### config.mk
export PLATFORM = sky130hd
export DESIGN_NAME = mad_io_bridge
export DESIGN_NICKNAME = d
export VERILOG_FILES = /design/src/rtl/mad_io_bridge.sv
export SDC_FILE = /design/constraint.sdc
export NUM_CORES = 1
export LEC_CHECK = 0
export CORE_ASPECT_RATIO = 1.2
export CORE_UTILIZATION = 45
export DETAILED_ROUTE_END_ITERATION = 6
export DONT_BUFFER_PORTS = 1
export SETUP_SLACK_MARGIN = 0.3
export SYNTH_ARGS = -nofsm -noshare
export SYNTH_HDL_FRONTEND = slang
export SYNTH_SLANG_ARGS = --single-unit
export TNS_END_PERCENT = 5
### constraint.sdc
create_clock -name Clk -period 3.04 [get_ports Clk]
set_input_delay 0.608 -clock Clk [delete_from_list [all_inputs] [get_ports Clk]]
set_output_delay 0.608 -clock Clk [all_outputs]
set_load 0.01 [all_outputs]
### src/rtl/mad_io_bridge.sv
// Device-side bridge for the MAD core In/Out/Int pins: input FIFO, OUT register, IRQ pulser.
module mad_io_bridge #(
  parameter int unsigned DEPTH     = 4,
  parameter int unsigned INT_PULSE = 1,
  parameter int unsigned INT_GAP   = 4
) (
  input  logic                     Clk,
  input  logic                     Rst,
  output logic [15:0]              Proc_In,
  input  logic                     Proc_Rd,
  input  logic [15:0]              Proc_Out,
  input  logic                     Proc_Wr,
  output logic                     Int,
  input  logic [15:0]              Dev_In_Data,
  input  logic                     Dev_In_Valid,
  output logic                     Dev_In_Ready,
  output logic [15:0]              Dev_Out_Data,
  output logic                     Dev_Out_Valid,
  input  logic                     Dev_Out_Ready,
  input  logic                     Dev_Irq,
  output logic [$clog2(DEPTH):0]   In_Count,
  output logic                     Out_Overrun
);

  localparam int unsigned AW   = $clog2(DEPTH);
  localparam int unsigned CMAX = (INT_PULSE > INT_GAP) ? INT_PULSE : INT_GAP;
  localparam int unsigned CW   = $clog2(CMAX) + 1;

  typedef enum logic [1:0] {IDLE, PULSE, GAP} state_e;

  logic [15:0]   mem_q [DEPTH];
  logic [15:0]   mem_d [DEPTH];
  logic [AW-1:0] wr_ptr_q, wr_ptr_d, rd_ptr_q, rd_ptr_d;
  logic [AW:0]   count_q, count_d;
  logic [15:0]   out_data_q, out_data_d;
  logic          out_valid_q, out_valid_d;
  logic          overrun_q, overrun_d;
  logic          sync1_q, sync1_d, sync2_q, sync2_d, prev_q, prev_d;
  logic          pend_q, pend_d;
  state_e        state_q, state_d;
  logic [CW-1:0] cnt_q, cnt_d;
  logic          int_q, int_d;
  logic          empty, full, push, pop, irq_edge;

  // FIFO status and handshakes; ready is held low while in reset
  always_comb begin
    empty        = (count_q == '0);
    full         = (count_q == (AW+1)'(DEPTH));
    Dev_In_Ready = Rst && !full;
    push         = Dev_In_Valid && Dev_In_Ready;
    pop          = Proc_Rd && !empty;
    Proc_In      = empty ? 16'h0000 : mem_q[rd_ptr_q];
  end

  // FIFO next state: write at tail, advance head on pop, net occupancy
  always_comb begin
    mem_d    = mem_q;
    wr_ptr_d = wr_ptr_q;
    rd_ptr_d = rd_ptr_q;
    count_d  = count_q;
    if (push) begin
      mem_d[wr_ptr_q] = Dev_In_Data;
      wr_ptr_d        = wr_ptr_q + AW'(1);
    end
    if (pop) begin
      rd_ptr_d = rd_ptr_q + AW'(1);
    end
    if (push && !pop) begin
      count_d = count_q + (AW+1)'(1);
    end else if (pop && !push) begin
      count_d = count_q - (AW+1)'(1);
    end
  end

  // OUT register: a write always wins; overwriting an unaccepted word is sticky
  always_comb begin
    out_data_d  = out_data_q;
    out_valid_d = out_valid_q;
    overrun_d   = overrun_q;
    if (Proc_Wr) begin
      out_data_d  = Proc_Out;
      out_valid_d = 1'b1;
      if (out_valid_q && !Dev_Out_Ready) begin
        overrun_d = 1'b1;
      end
    end else if (out_valid_q && Dev_Out_Ready) begin
      out_valid_d = 1'b0;
    end
  end

  // IRQ synchronizer and rising-edge detect
  always_comb begin
    sync1_d  = Dev_Irq;
    sync2_d  = sync1_q;
    prev_d   = sync2_q;
    irq_edge = sync2_q && !prev_q;
  end

  // Int FSM: pulse for INT_PULSE cycles, then hold low INT_GAP cycles; new edges set pending last
  always_comb begin
    state_d = state_q;
    cnt_d   = cnt_q;
    pend_d  = pend_q;
    case (state_q)
      IDLE: begin
        if (pend_q) begin
          state_d = PULSE;
          pend_d  = 1'b0;
          cnt_d   = CW'(INT_PULSE - 1);
        end
      end
      PULSE: begin
        if (cnt_q == '0) begin
          state_d = GAP;
          cnt_d   = CW'(INT_GAP - 1);
        end else begin
          cnt_d = cnt_q - CW'(1);
        end
      end
      GAP: begin
        if (cnt_q == '0) begin
          state_d = IDLE;
        end else begin
          cnt_d = cnt_q - CW'(1);
        end
      end
      default: state_d = IDLE;
    endcase
    if (irq_edge) begin
      pend_d = 1'b1;
    end
    int_d = (state_d == PULSE);
  end

  // State registers
  always_ff @(posedge Clk or negedge Rst) begin
    if (!Rst) begin
      for (int i = 0; i < int'(DEPTH); i++) begin
        mem_q[i] <= '0;
      end
      wr_ptr_q    <= '0;
      rd_ptr_q    <= '0;
      count_q     <= '0;
      out_data_q  <= '0;
      out_valid_q <= 1'b0;
      overrun_q   <= 1'b0;
      sync1_q     <= 1'b0;
      sync2_q     <= 1'b0;
      prev_q      <= 1'b0;
      pend_q      <= 1'b0;
      state_q     <= IDLE;
      cnt_q       <= '0;
      int_q       <= 1'b0;
    end else begin
      mem_q       <= mem_d;
      wr_ptr_q    <= wr_ptr_d;
      rd_ptr_q    <= rd_ptr_d;
      count_q     <= count_d;
      out_data_q  <= out_data_d;
      out_valid_q <= out_valid_d;
      overrun_q   <= overrun_d;
      sync1_q     <= sync1_d;
      sync2_q     <= sync2_d;
      prev_q      <= prev_d;
      pend_q      <= pend_d;
      state_q     <= state_d;
      cnt_q       <= cnt_d;
      int_q       <= int_d;
    end
  end

  assign In_Count      = count_q;
  assign Dev_Out_Data  = out_data_q;
  assign Dev_Out_Valid = out_valid_q;
  assign Out_Overrun   = overrun_q;
  assign Int           = int_q;

endmodule

# ---- Yosys cells after proc, flatten, opt, wreduce, memory -nomap -nowiden
# Index checks and enable logic that the tools add are counted.
dict set report word_totals {
  out_inout_bits 39
  inputBits 39
  register_bits 99
  word_cells 78
}
dict set report classes {
  addsub 5
  n_mux 21
  n_reduce_logical 24
  n_eq_ne 6
  magnitude_cmp 3
  bitwise 2
}
# op n
set ops {}
lappend ops {{bitwise mux 64 bit} 1}
lappend ops {{2-to-1 mux 16 bit} 4}
lappend ops {{binary-select mux 16 bit (select 2 bit)} 1}
lappend ops {{demux 16 bit (select 2 bit)} 1}
lappend ops {{2-to-1 mux 3 bit} 5}
lappend ops {{logical AND 1 bit} 9}
lappend ops {{case mux 3 bit (3 select lines)} 1}
lappend ops {{greater-or-equal comparator 3 bit (second input constant)} 2}
lappend ops {{logical NOT 1 bit} 6}
lappend ops {{logical NOT 3 bit} 2}
lappend ops {{2-to-1 mux 2 bit} 3}
lappend ops {{inverter 2 -> 3 bit} 2}
lappend ops {{case mux 2 bit (3 select lines)} 1}
lappend ops {{nonzero test 2 bit} 3}
lappend ops {{subtractor 3 x 1 -> 3 bit (second input constant)} 2}
lappend ops {{adder 2 x 1 -> 2 bit (second input constant)} 2}
lappend ops {{== test 2 x 1 -> 1 bit (second input constant)} 2}
lappend ops {{2-to-1 mux 1 bit} 4}
lappend ops {{inequality test 2 bit (second input constant)} 2}
lappend ops {{adder 3 x 1 -> 3 bit (second input constant)} 1}
lappend ops {{== test 3 bit (second input constant)} 1}
lappend ops {{< comparator 3 x 1 -> 1 bit (second input constant)} 1}
lappend ops {{AND reduction 3 bit} 1}
lappend ops {{nonzero test 3 bit} 1}
lappend ops {{other kinds (3)} 3}

# ---- Logic depth before layout (Yosys ltp)
# Gate-level depths: netlist of run 1.
dict set report depth {
  depth_word 8
  ltp_mapped 9
  mapped_depth_nobuf 8
}

# ---- Least setup slack after synthesis of run 1
# OpenSTA, ideal clock, no wires.
dict set report synth_timing {
  path_kind {flip-flop to flip-flop}
  from {register count_q[1] (netlist: In_Count[1])}
  to {register count_q[2] (netlist: In_Count[2])}
  period_less_slack_ps 2221
  stages_incl_launch_ff 9
  n_path_buf 0
  arrival_time_ps 2142
  required_ps 2961
  setup_time_ps 79
  slack_ps 819
  path_cell_list {dfrtp_1 -> nor3_1 -> nand2b_1 -> ha_1 -> inv_1 -> fa_1 -> xor2_1 -> nor2_1 -> xor2_1}
}
dict set report synth_between {
  elab_chain_cells 7
  word_cells_on_any_way 16
  classes_between {2 x add/sub; 1 x eq/ne; 2 x mux; 11 x reduce/logical}
}
# item line_no
set synth_lines {}
lappend synth_lines {{from (decl)} 34} ;# logic [AW:0] count_q, count_d;
lappend synth_lines {{from (signal assigned)} 158} ;# count_q <= count_d;
lappend synth_lines {{branches (longest 7 deep; another with subtractor 3 x 1 -> 3 bit)} n/a}
# Several ways; the timed one is not identified. The select of a mux whose other input is x is not followed.
# A chain may end at the register's enable or synchronous reset.

# ---- Worst setup path after layout of run 1
dict set report layout_timing {
  from {register rd_ptr_q[0]}
  to {output port Proc_In[5]}
}
dict set report layout_between {
  elab_chain_cells 5
}
# item line_no
set layout_lines {}
lappend layout_lines {{from (decl)} 33} ;# logic [AW-1:0] wr_ptr_q, wr_ptr_d, rd_ptr_q, rd_ptr_d;
lappend layout_lines {{from (signal assigned)} 157} ;# rd_ptr_q <= rd_ptr_d;
lappend layout_lines {{inverter 2 -> 3 bit (implied by the code)} 52} ;# Proc_In = empty ? 16'h0000 : mem_q[rd_ptr_q];
lappend layout_lines {{binary-select mux 16 bit (select 2 bit)} 52}
lappend layout_lines {{2-to-1 mux 16 bit (implied by the code) (2 in a row)} 52}
lappend layout_lines {{2-to-1 mux 16 bit} 52}
lappend layout_lines {{to (decl)} 9} ;# output logic [15:0] Proc_In,
# Every way passes these cells. The select of a mux whose other input is x is not followed.

==> results of run 1 <==
==> metrics by stage <==
step,instance area (sq um),hold WS (ns),worst slack (ns),std cells
finish,5080,-0.0403,0.513,423
global route,5080,-0.0583,0.403,423
CTS,5080,-0.0503,0.455,423
detailed placement,4770,0.316,0.619,407
global placement,4770,0.315,0.649,407
floorplan,4720,0.312,0.819,293
==> area by class of cell <==
type	instances	area, sq um
fillers	867	5030
flip-flops and latches	99	2480
multi-input cells	169	2070
clock buffers	11	233
well taps	126	158
clock inverters	5	77.6
inverters	11	41.3
repair buffers	2	27.5
==> Yosys cell counts, drive strengths merged <==
cell and instances:
dfrtp 99, mux2 84, nor2b 17, mux4 16, buf 12, ha 11, inv 11, a21oi 4
nand4 4, nor2 4, xnor2 4, nand2b 3, nand3b 3, and3 2, clkbuf 2, nor3 2
xor2 2, a21o 1, a221oi 1, a22o 1, a31o 1, and2 1, fa 1, nor4b 1
o2111ai 1, o21a 1, o21ai 1, o221a 1, o22ai 1, or3b 1
==> power breakdown <==
group / switching, mW / total (mW) / leakage [nW] / internal [mW]
clock network: 0.482 / 1.20 / 0.150 / 0.719
logic: 0.733 / 1.95 / 0.970 / 1.22
registers: 0.404 / 2.25 / 1.19 / 1.85
==> path summary, 6_finish.rpt <==
kind | to | slack [ns]
max | Proc_In[5] | 0.51
max reg2reg | In_Count[1] | 0.62
min | state_q[0] | -0.04
min in group Clk | sync1_q | 0.29
min reg2reg | prev_d | 0.35
max in group asynchronous | mem_q[36] | 2.92
==> flip-flops by register name, indices dropped and copies added, names as in the netlist <==
name,count
mem_q,64
state_q,2
Dev_Out_Data,16
prev_d,1
rd_ptr_q,2
pend_q,1
Out_Overrun,1
In_Count,3
Int,1
Dev_Out_Valid,1
wr_ptr_q,2
prev_q,1
cnt_q,3
sync1_q,1
==> cell usage in the layout (no fill, tap or decap), drive strengths merged, types with 2 or more instances in the layout <==
| cell | Yosys | routed |
|---|---|---|
| xor2 | 2 | 2 |
| ha | 11 | 11 |
| clkbuf | 2 | 11 |
| a21oi | 4 | 4 |
| and3 | 2 | 2 |
| buf | 12 | 2 |
| mux4 | 16 | 16 |
| nand2b | 3 | 3 |
| bufinv | 0 | 2 |
| nand4 | 4 | 4 |
| xnor2 | 4 | 4 |
| dfrtp | 99 | 99 |
| nor3 | 2 | 2 |
| nand3b | 3 | 3 |
| nor2b | 17 | 17 |
| mux2 | 84 | 84 |
| nor2 | 4 | 4 |
| clkinv | 0 | 2 |
| inv | 11 | 11 |
==> critical path, delay by kind of cell, from the launching register on <==
kind	cells	cell delay, ns
simple gates	1	0.18
mux	1	0.52
flops	1	0.65
buf+inv	1	0.23
==> kinds of logic after synthesis <==
group / Yosys count
simple gates: 38
compound gates: 13
buf+inv: 25
fa+ha+maj: 12
flops: 99
mux: 100
xor+xnor: 6
==> routing by layer <==
metal | vias up | GRT usage | wire [um]
met5 | - | 0 | 0
met4 | 0 | 0.0617 | 183
met3 | 11 | 0.0452 | 376
met2 | 37 | 0.261 | 4030
met1 | 1217 | 0.240 | 3810
li1 | 1045 | - | -
==> metrics.md, run 1 <==
| Metric | Value |
|---|---|
| Outcome | `complete, but fails checks` |
| Failing checks | `hold timing` |
| CP Launch Type | `register` |
| Distinct cells, synth | `35` |
| Synthesis Warnings | `0` |
| Die span in x | `roughly 96 um` |
| CTS Buffer Depth | `2` |
| Setup bufs post-CTS | `0` |
| Crit path from | `rd_ptr_q[0]` |
| Total Power Consumption | `5.41 mW` |
| Worst Hold Class | `in2async` |
| Routed len/inst | `19.9 um` |
| Worst EP required | `between 2 and 2.5 ns` |
| First-pass GRT wire length | `approximately 14000 um` |
| Synth Area in Simple Gates | `0.0636` |
| WS Path Type | `reg2out` |
| CTS tree | `yes` |
| Largest net degree at the start of global routing | `106` |
| Final setup violation count | `0` |
| Cells after Synth | `293` |
| Mapped Area | `0.00472 sq mm` |
| Synth Area in Compound Gates | `0.0196` |
| Latest clock arrival within the worst-skew pair | `0.34 ns` |
| Worst-Margin Slew | `0.835 ns` |
| Core Rows | `40` |
| Grt total ovfl | `0` |
| Leading area contributor after synthesis | `dfrtp_1` |
| Routability cong. | `0.710` |
| Fin. max-slew vios | `0` |
| Input/output buffers | `0` |
| Pwr dens | `between 1000 and 1500 mW/mm^2` |
| Number of remaining DRC errors | `0` |
| Hpwl dp | `around 5200 um` |
| Max transition margin | `0.444` |
| Via count | `2310` |
| Placeable core region | `between 0.01 and 0.015 sq mm` |
| CP endpoint kind | `output port` |
| Num Clock Sinks | `99` |
| H-tree levels | `3` |
| Hold Vio Cnt, Final | `99` |
| Root buffer cell | `clkbuf_16` |
| Hold_ws | `-0.0403 ns` |
| Layout cell share with drive strength beyond 1 | `0.421` |
| CTS Buf Count | `9` |
| Starting Density | `0.467` |
| Mux contribution to synthesized area | `0.309` |
| Synth Area in Adders | `0.0334` |
| RR Startpoint | `In_Count[1]` |
| Io pins | `78` |
| Area Growth Syn to Fin | `7.60%` |
| Final antenna diode count | `0` |
| Arrival time worst endpoint | `1.92 ns` |
| Vias in the first global route | `2572` |
| RSZ-0062 raised after global routing | `false` |
| Worst vdd ir | `0.440 mV` |
| Cells on worst reg2reg path | `6` |
| Final TNS setup | `0 ns` |
| Max Cap Viol | `0` |
| Crit path time final | `~2.5 ns` |
| Initial DRT Pass Iterations | `4` |
| CP max-delay cell | `dfrtp_1` |
| NumNets Final | `343` |
| Drt first-iter violations | `78` |
| Syn Area/Cell | `16.1 sq um` |
| Main combinational cell family by area after synthesis | `multiplexers` |
| Fin util | `0.503` |
| Max Clk Rate | `396 MHz` |
| CTS clk-pin slew, worst paths | `~0.070 ns` |
| Initial antenna violation count | `0` |
| PostCTS Resize Cnt | `0` |
| Via-to-Cell Ratio | `5.46` |
| Sequential share of the synthesized area | `0.525` |
| Final worst clock skew | `roughly 0.0072 ns` |
| Final antenna-violating net count | `0` |
| Top post-synthesis cells by area | `dfrtp_1 (52%), mux2_4 (13%), mux2_2 (10%)` |
| Crit path max fanout | `11` |
| Period utilization | `0.831` |
| CP max stage delay | `roughly 0.65 ns` |
| Leakage | `2.31 nW` |
| Die area | `0.0109 sq mm` |
| Die H | `114 um` |
| Crit-path cells | `buf_12 -> mux4_2 -> nor2b_1` |
| Yosys reg bits | `99` |
| Mapped Nets | `344` |
| DRT Wirelength | `8400 um` |
| Xor/xnor cell area share of the yosys netlist | `0.0111` |
| Top-area cell type share of the netlist area | `0.525` |
| GRT Util Overall | `0.173` |
Note: power is estimated with default switching activity, not from simulation.
==> run 2: changes to the inputs <==
Clock period 3.04 ns to 2.3 ns, I/O delays scaled along.
==> run 2 against run 1 <==
Non-clock buffer count up 8; wire length up 3.9%; global-route usage up 0.43 points; sequential share of layout area down 1.8 points; combinational power up 68%; clock power up 17%; sequential cell count unchanged; final cell count up 1.9%; critical path depth up 1; the flow still finishes with violations (hold timing); clock skew down 0.0025 ns; highest routed layer unchanged.
==> metrics.md, run 2 (synthesized netlist as in run 1, its figures left out) <==
| Metric | Value |
|---|---|
| Root buffer cell | `clkbuf_16` |
| Worst EP required | `between 1.5 and 2 ns` |
| Die area | `about 0.011 sq mm` |
| Max reg flops | `64` |
| Met2 wire len | `~4400 um` |
| Most flops, register | `mem_q` |
| Vias in the first global route | `around 2600` |
| Crit path time final | `2.10 ns` |
| Via count | `around 2400` |
| Hpwl dp | `5400 um` |
| WS Path Type | `reg2out` |
| Worst-Margin Slew | `0.488 ns` |
| Number of remaining DRC errors | `0` |
| Die H | `114 um` |
| Max Clk Rate | `~480 MHz` |
| Pwr dens | `approximately 1400 mW/mm^2` |
| Routability cong. | `0.708` |
| Fill count | `847` |
| Grt total ovfl | `0` |
| Logic pwr share | `0.432` |
| Worst Hold Class | `in2async` |
| Post-route cell area | `approximately 0.0053 sq mm` |
| Internal Power | `5.29 mW` |
| Core Rows | `40` |
| Arrival time worst endpoint | `1.64 ns` |
| CP Launch Type | `register` |
| Max Cap Viol | `0` |
| Initial antenna violation count | `0` |
| Crit path max fanout | `5` |
| Hold Vio Cnt, Final | `99` |
| Period utilization | `0.911` |
| CTS Buffer Depth | `2` |
| H-tree levels | `3` |
| Via-to-Cell Ratio | `5.52` |
| Commonest non-fill, non-tap cell in the layout | `dfrtp_1` |
| CTS tree | `yes` |
| Final antenna-violating net count | `0` |
| Routed len/inst | `20.2 um` |
| Input/output buffers | `0` |
| Reg2Reg Setup Slack | `0.23 ns` |
| CTS clk-pin slew, worst paths | `0.07 ns` |
| DRT Wirelength | `8730 um` |
| Top Layer Used | `met4` |
| Drt first-iter violations | `96` |
| Final worst clock skew | `around 0.0047 ns` |
| Placeable core region | `0.0101 sq mm` |
| Placed cells | `between 400 and 500` |
| Leakage | `2.41 nW` |
| Final antenna diode count | `0` |
| Max transition margin | `0.674` |
| Sw Pwr | `between 2 and 2.5 mW` |
| Worst vdd ir | `0.461 mV` |
| DR WL met3 | `346 um` |
| Layout Cells excl Fill | `431` |
| GRT Util Overall | `0.177` |
| Final TNS setup | `0 ns` |
| Reg area | `0.00248 sq mm` |
| Layout cell share with drive strength beyond 1 | `0.498` |
| Met1 WL | `3790 um` |
| CP endpoint kind | `output port` |
| Die span in x | `95.5 um` |
| Latest clock arrival within the worst-skew pair | `0.33 ns` |
| Hold_ws | `-0.185 ns` |
| Switching share of power | `0.301` |
| Num Clock Sinks | `99` |
| Starting Density | `0.467` |
| Final setup violation count | `0` |
| RSZ-0062 raised after global routing | `true` |
| Seq pwr share | `0.383` |
| Largest net degree at the start of global routing | `about 110` |
| Failing checks | `hold timing` |
| Area Growth Syn to Fin | `11.9%` |
| Initial DRT Pass Iterations | `4` |
| Fin. max-slew vios | `0` |
| First-pass GRT wire length | `around 14000 um` |
| Placed cell areas | `between 0.004 and 0.005 sq mm` |
| Clk network pwr share | `0.185` |
| CTS Buf Count | `9` |
| Outcome | `complete, but fails checks` |
| Area of the multi-input gates | `0.00219 sq mm` |
| Most frequent cells in the layout | `dfrtp_1 (96), mux2_2 (43), mux2_4 (41), mux4_2 (16), nor2b_4 (14)` |
| Io pins | `78` |
| NumNets Final | `351` |
run 2: cell count changes in the layout (fill, tap and decap cells not counted), sizes merged:
cell,before,now
clkinvlp,1,0
bufinv,2,0
clkbuf,11,14
buf,2,10
run 2: final cells by class:
cell class	count	area share
clock inverters	2	0.00189
well taps	126	0.0298
inverters	11	0.00781
clock buffers	14	0.0500
flip-flops and latches	99	0.469
repair buffers	10	0.0270
multi-input cells	169	0.414
run 2: path summary, 6_finish.rpt:
| kind | startpoint | endpoint | cells after the start |
|---|---|---|---|
| worst max-delay path | rd_ptr_q[0] | Proc_In[5] | 4 |
| worst min-delay path | Rst | Int | 0 |
| worst max register to register | In_Count[1] | In_Count[1] | 6 |
| worst min register to register | sync1_q | prev_d | 0 |
| max in group asynchronous | Rst | rd_ptr_q[0] | 0 |
| min in group Clk | Dev_Irq | sync1_q | 0 |
run 2: per-layer routing:
metal	track usage	vias up
li1	-	1068
met1	0.234	1264
met2	0.279	34
met3	0.0405	11
met4	0.0756	0
met5	0	-
run 2: repair_timing:
| action | 4_1_cts | 5_1_grt |
|---|---|---|
| pin swaps | 0 | 1 |
| setup buffers | 3 | 0 |
| cloned | 2 | 0 |
| resized for setup | 36 | 0 |
| hold endpoints to repair | 99 | 99 |
| endpoints found under the setup margin | 18 | 19 |
run 2: power groups by stage:
| stage | Combinational (mW) | Sequential (mW) | Clock [mW] |
|---|---|---|---|
| 6_report | 3.27 | 2.90 | 1.40 |
| 5_1_grt | 3.53 | 2.99 | 1.52 |
| 4_1_cts | 3.33 | 2.90 | 1.44 |
| 3_5_place_dp | 2.78 | 2.91 | 0 |
| 3_3_place_gp | 2.73 | 2.89 | 0 |
| 2_1_floorplan | 2.44 | 2.77 | 0 |
run 2: metrics by stage:
stage	power, mW	setup slack [ns]	util
2_1_floorplan	5.21	0.150	-
3_3_place_gp	5.61	0.242	0.476
3_5_place_dp	5.69	0.225	0.476
4_1_cts	7.66	0.197	0.523
5_1_grt	8.04	0.160	0.523
6_report	7.57	0.204	0.523
run 2: worst max-delay path: stages, from the launching register on:
cell and delay, ns:
dfrtp_2 0.38, buf_6 0.13, buf_12 0.12, mux4_2 0.51
nor2b_4 0.15
